[config.mk]
export PLATFORM = sky130hd
export DESIGN_NAME = mem_port_arbiter
export DESIGN_NICKNAME = d
export VERILOG_FILES = /design/src/rtl/mem_port_arbiter.sv
export SDC_FILE = /design/constraint.sdc
export NUM_CORES = 1
export LEC_CHECK = 0
export ABC_AREA = 1
export CAP_MARGIN = 5
export CORE_AREA = 2 2 552 554
export CTS_CLUSTER_DIAMETER = 30
export DETAILED_ROUTE_END_ITERATION = 8
export DIE_AREA = 0 0 554 556
export PLACE_DENSITY = 0.3
export SLEW_MARGIN = 20
export SYNTH_ARGS = -nofsm -noshare
export SYNTH_HDL_FRONTEND = slang
export SYNTH_SLANG_ARGS = --single-unit
[constraint.sdc]
create_clock -name clk -period 1.85 [get_ports clk]
set_input_delay 0.37 -clock clk [delete_from_list [all_inputs] [get_ports clk]]
set_output_delay 0.37 -clock clk [all_outputs]
set_load 0.1 [all_outputs]
[src/rtl/mem_port_arbiter.sv]
// Arbitrates the I-cache fill, D-cache fill and writeback drain ports onto one lower-memory port.
// Latency: a request sampled in IDLE drives the memory port from the next cycle; resp is combinational with mem_resp.
// Backpressure: a requester waits, holding its request, until its resp pulse; one IDLE cycle separates transactions.
// Ports: clk/rst (sync, active-high); ic_* and dc_* line-fill ports; wb_* drain port; mem_* shared memory port.
module mem_port_arbiter #(
  parameter int unsigned STARVE_LIMIT = 8
) (
  input  logic         clk,
  input  logic         rst,
  input  logic         ic_read,
  input  logic [31:0]  ic_addr,
  output logic [255:0] ic_rdata,
  output logic         ic_resp,
  input  logic         dc_read,
  input  logic [31:0]  dc_addr,
  output logic [255:0] dc_rdata,
  output logic         dc_resp,
  input  logic         wb_write,
  input  logic [31:0]  wb_addr,
  input  logic [255:0] wb_wdata,
  output logic         wb_resp,
  output logic         mem_read,
  output logic         mem_write,
  output logic [31:0]  mem_addr,
  output logic [255:0] mem_wdata,
  input  logic [255:0] mem_rdata,
  input  logic         mem_resp
);

  typedef enum logic [1:0] {IDLE, SERVE_I, SERVE_D, SERVE_WB} state_t;

  // rr_last encoding: which read port won the most recent read grant.
  localparam logic RR_I = 1'b0;
  localparam logic RR_D = 1'b1;
  localparam logic [3:0] LIMIT = 4'(STARVE_LIMIT);

  state_t     state_q, state_d;
  logic       rr_last_q, rr_last_d;
  logic [3:0] starve_cnt_q, starve_cnt_d;

  // Fill data is a plain passthrough; it is only meaningful alongside the resp pulse.
  assign ic_rdata  = mem_rdata;
  assign dc_rdata  = mem_rdata;
  assign mem_wdata = wb_wdata;

  always_comb begin
    state_d      = state_q;
    rr_last_d    = rr_last_q;
    starve_cnt_d = starve_cnt_q;
    mem_read     = 1'b0;
    mem_write    = 1'b0;
    mem_addr     = '0;
    ic_resp      = 1'b0;
    dc_resp      = 1'b0;
    wb_resp      = 1'b0;

    case (state_q)
      IDLE: begin
        // mem_resp is deliberately not looked at here.
        if (wb_write && (starve_cnt_q >= LIMIT)) begin
          state_d = SERVE_WB;
        end else if (ic_read && dc_read) begin
          state_d = (rr_last_q == RR_I) ? SERVE_D : SERVE_I;
        end else if (ic_read) begin
          state_d = SERVE_I;
        end else if (dc_read) begin
          state_d = SERVE_D;
        end else if (wb_write) begin
          state_d = SERVE_WB;
        end
      end
      SERVE_I: begin
        mem_read = 1'b1;
        mem_addr = ic_addr;
        if (mem_resp) begin
          ic_resp = 1'b1;
          state_d = IDLE;
        end
      end
      SERVE_D: begin
        mem_read = 1'b1;
        mem_addr = dc_addr;
        if (mem_resp) begin
          dc_resp = 1'b1;
          state_d = IDLE;
        end
      end
      SERVE_WB: begin
        mem_write = 1'b1;
        mem_addr  = wb_addr;
        if (mem_resp) begin
          wb_resp = 1'b1;
          state_d = IDLE;
        end
      end
      default: state_d = IDLE;
    endcase

    // Grant bookkeeping happens only on the IDLE->SERVE_x edge.
    if (state_q == IDLE) begin
      case (state_d)
        SERVE_I: begin
          rr_last_d = RR_I;
          if (wb_write && (starve_cnt_q < LIMIT)) starve_cnt_d = starve_cnt_q + 4'd1;
        end
        SERVE_D: begin
          rr_last_d = RR_D;
          if (wb_write && (starve_cnt_q < LIMIT)) starve_cnt_d = starve_cnt_q + 4'd1;
        end
        SERVE_WB: starve_cnt_d = '0;
        default: ;
      endcase
    end

    // Starvation only accrues while a writeback is actually waiting.
    if (!wb_write) starve_cnt_d = '0;
  end

  always_ff @(posedge clk) begin
    if (rst) begin
      state_q      <= IDLE;
      rr_last_q    <= RR_I;
      starve_cnt_q <= '0;
    end else begin
      state_q      <= state_d;
      rr_last_q    <= rr_last_d;
      starve_cnt_q <= starve_cnt_d;
    end
  end

endmodule

# == Word level (Yosys, flattened, before mapping) ==
# Cells that the tools add are included.
# Widths: inputs -> output; s select.
# totals
latch_bits,0
reg_bits,7
wordCells,44
input_bits,614
output_inout_bits,805
ram_bits,0
memories,0
romBits,0
# classes
mul,0
n_reduce_logical,12
shift,0
muxes,18
n_eq_ne,7
div_mod_pow,0
n_bitwise,1
add_sub_neg,1
n_lt_le_gt_ge,2
# op_table
operator,count
$pmux 32 s3,1
$mux 2,7
$eq 2x2->1 const B,4
$pmux 4 s2,1
$mux 1,6
$reduce_or 2->1,3
$add 4x1->4 const B,1
$eq 2x1->1 const B,2
$ge 4x4->1 const B,1
$lt 4x4->1 const B,1
$mux 4,1
$pmux 2 s2,1
$reduce_bool 2->1,2
$logic_and 1x1->1,3
$reduce_and 3->1,1
$reduce_or 3->1,1
$logic_not 2->1,1
$ne 2x1->1 const B,1
$pmux 1 s2,1
$reduce_and 2->1,1
$not 1->1,1

# == Longest topological paths before layout ==
# logic_depth
depth_word,10
ltp_mapped,12
depth_no_buf,12

# == Worst setup path after synthesis ==
# No wires, ideal clock.
# synth_path
kind,reg2out
from,reg state_q[0]
to,out mem_addr[0]
t_arrival_ps,2480
path_stages_with_launch,8
t_required_ps,1480
path_buffers,2
slack_ps,-1000
path_cell_list,dfxtp_1 ha_1 clkbuf_1 clkbuf_1 nand2_1 nand3_1 nand2_1 inv_1
# synth_between
elab_chain_cells,2
word_cells_on_any_way,4
cone_classes,3 x eq/ne; 1 x mux
# synth_rtl
item,line,text
start: declaration,37,"state_t state_q, state_d;"
start signal: assignment,125,state_q <= state_d;
$eq 2x2->1 / $eq 2x1->1 (equally long branches),57,case (state_q)
$pmux 32 s3 *,57,
end: declaration,24,"output logic [31:0] mem_addr,"
# Every way passes the cells marked *; elsewhere a longest branch is shown, timed or not.

# == Worst setup path in the final report ==
# layout_path
from,reg state_q[0]
to,out mem_addr[7]
# Same word-level chain as after synthesis.

==> flow_summary.ini <==
[status]
status = finished, violations left
violations = setup timing

[sta]
tightestPinTransition_ns = 0.427
hold_viol_final = 0
fin_skew_ns = 0.00253
period_share = 1.14
min_period_ns = 2.10
fmax_mhz = 475
rsz0062_at_grt = yes
fin_ws_ns = -0.253
drv_slew = 0
max-slew-margin-rel = 0.714
setup_viol = 34

[floorplan]
core-area_mm2 = 0.302
num_rows = 202
initial_utilization = 0.0237
ios = 1419
die_h_um = 556
fp.dieW_um = 554
design.die.area_mm2 = 0.308

[global_routing]
grt_pass1_vias = 4223
grt_max_degree = 17
grt_use_met2 = 0.157
grt_pass1_wl_um = 185000
busiest_layer = met3
grt.overflow.total = 0
antenna_found_initial = 49
gr-usage-met1 = 0.0300
grtUsageTotal = 0.108
met3_usage = 0.231

[pwr]
pwr_density_cell_mw_per_mm2 = 660
intPower_mw = 2.59
vdd.ir_drop.worst_uv = 299
switching_share = 0.587
p_switching_mw = 3.67
combPwrFrac = 0.903
p_seq_frac = 0.037
power_leakage_nw = 2.02
p_clk_frac = 0.060

[routing]
drt-initial-drc-count = 139
ant_nets = 0
avgRoutedWirePerCell_um = 38.9
vias_per_cell = 0.932
first_pass_iters = 4
routed_wl_um = 173000
vias = 4150
drc = 0

[critical_path]
cpPeakStageDelay_ns = 0.36
crit_type = reg -> out
arrival_ns = 1.73
critical-path-slowest-cell = dfxtp_4
critPathLaunchType = register
critPathMaxFanout = 6
cp.required_ns = 1.48
endpoint_kind = primary output
crit_chain = buf_4, ha_4, buf_12, buf_6, nand2_2, nand3_2, nand2_2, clkinvlp_4, buf_12

[layout]
ff_latch_area_um2 = 148
area_growth_pct = 32.3
multi_input_area_mm2 = 0.00150
drive_gt1_frac = 0.513
final_util = 0.0314
nFillCells = 35885
final_area_mm2 = 0.00948
nNetsFinal = 1089
final-instance-count-excl-fill = 4455

[synth]
synth_cell_type_count = 19
synth-seq-area-share = 0.0195
syn_nets = 1688
postSynthRegisterBits = 7
yosysWarnings = 0
synth_area_per_cell_um2 = 6.71
synth_cells = 1068
yosys-top-cells-area = buf_4, nand2_1, inv_1
synth_top_area_share = 0.804
yosysTopAreaCell = buf_4
netlist_area_mm2 = 0.00717

[clock_network]
hold_buffers = 0
cts_tree = built
cts_root_buffer = clkbuf_16
cts.sinks = 7
clock_tree.buffer_depth = 2
path_clk_slew_ns = 0.04
clk_latency_ns = 0.24
cts.htree.levels = 1
cts_made_buffers = 3

[flow_run]
maxCapViolations = 0

[place]
dp.cells = 4427
hpwl_um = 168000
port_buffers = 138
placed_area_mm2 = 0.00855
place_worst_setup_slack_ns = -0.589
place.gp.congestion = 0.748

[hold_path]
hold_class = reg -> reg
-- per-stage QoR --
step                      TNS [ns]  power [mW]  hold slack, ns
after global routing         -9.38        6.70           0.535
after detailed placement     -5.53        4.98           0.500
final                        -7.08        6.26           0.503
after floorplan              -2.39        10.4           0.434
after global placement       -5.44        4.99           0.498
after CTS                    -8.12        6.44           0.507
-- layout by cell type (no fill, tap or decap) --
cell type / count
ha_4: 4
inv_4: 1
dfxtp_1: 5
o211ai_1: 1
clkbuf_1: 1
buf_6: 8
inv_1: 16
nand3_4: 2
nand2_2: 57
buf_16: 3
dfxtp_4: 2
a21oi_2: 2
nand3_2: 28
nand2_4: 18
dlymetal6s2s_1: 1
ha_1: 2
clkdlybuf4s50_1: 100
o31ai_1: 1
buf_4: 9
clkbuf_16: 4
clkinvlp_4: 35
xor2_1: 1
buf_12: 55
nor2_1: 14
nor2_2: 4
o21ai_2: 1
diode_2: 9
nand2_1: 77
nand3_1: 9
inv_8: 1
nor2_4: 2
buf_8: 2
inv_2: 1
nand2_8: 1
-- registers in the layout, summed over array words and instances, names as in the netlist --
name,flops
starve_cnt_q,4
state_q,2
rr_last_q,1
-- metal layers --
metal,vias up,wire (um)
met5,-,134
met1,1319,16600
met3,302,79100
met2,1274,70800
met4,20,6550
li1,1235,-
-- final timing paths --
path	startpoint	endpoint	slack [ns]	cells after the start
max	state_q[0]$_SDFF_PP0_	mem_addr[7]	-0.25	9
min reg2reg	rr_last_q$_SDFFE_PP0P_	rr_last_q$_SDFFE_PP0P_	0.50	2
max reg2reg	state_q[0]$_SDFF_PP0_	starve_cnt_q[1]$_SDFFE_PP0P_	0.13	12
min	rr_last_q$_SDFFE_PP0P_	rr_last_q$_SDFFE_PP0P_	0.50	2
-- Yosys cell counts --
cell / instances
a21oi_2: 2
buf_1: 1
buf_4: 768
clkbuf_1: 14
dfxtp_1: 7
ha_1: 6
inv_1: 53
inv_2: 1
nand2_1: 148
nand2_2: 4
nand2_4: 1
nand3_1: 39
nor2_1: 16
nor2_2: 2
nor2_4: 2
o211ai_1: 1
o21ai_0: 1
o31ai_1: 1
xor2_1: 1
-- repair_timing --
item,4_1_cts,5_1_grt
gates cloned,4,1
buffers inserted,11,2
pin swaps,22,23
setup endpoints to repair,37,39
gates resized for setup,120,47
endpoints found under the hold margin,0,0
-- cell type report --
class | instances | area share
diodes | 9 | 0.00237
multi-input cells | 224 | 0.159
inverters | 54 | 0.0363
clock buffers | 4 | 0.00831
well taps | 3978 | 0.525
flip-flops and latches | 7 | 0.0156
repair buffers | 179 | 0.254
-- critical path, delay by kind of cell (launching register included) --
kind / cells / cell delay (ns)
DFF: 1 / 0.36
buffers and inverters: 5 / 0.66
adders and majority gates: 1 / 0.17
and+or+nand+nor: 3 / 0.22
-- cells by family after synthesis --
logic type                 Yosys count  share of synthesized area
xor gates and xnor gates             1                    0.00122
adders and majority gates            6                     0.0105
AOI/OAI and AO/OA                    5                    0.00524
DFF                                  7                     0.0195
buffers and inverters              837                      0.840
and+or+nand+nor                    212                      0.123
-- power by group through the flow --
stage | Combinational, mW | Sequential [mW] | Clock, mW
after floorplan | 10.2 | 0.216 | 0
after global placement | 4.76 | 0.223 | 0
after detailed placement | 4.75 | 0.225 | 0
after CTS | 5.82 | 0.233 | 0.382
after global routing | 6.07 | 0.239 | 0.392
final | 5.65 | 0.232 | 0.377
(Power assumes the default switching activity.)
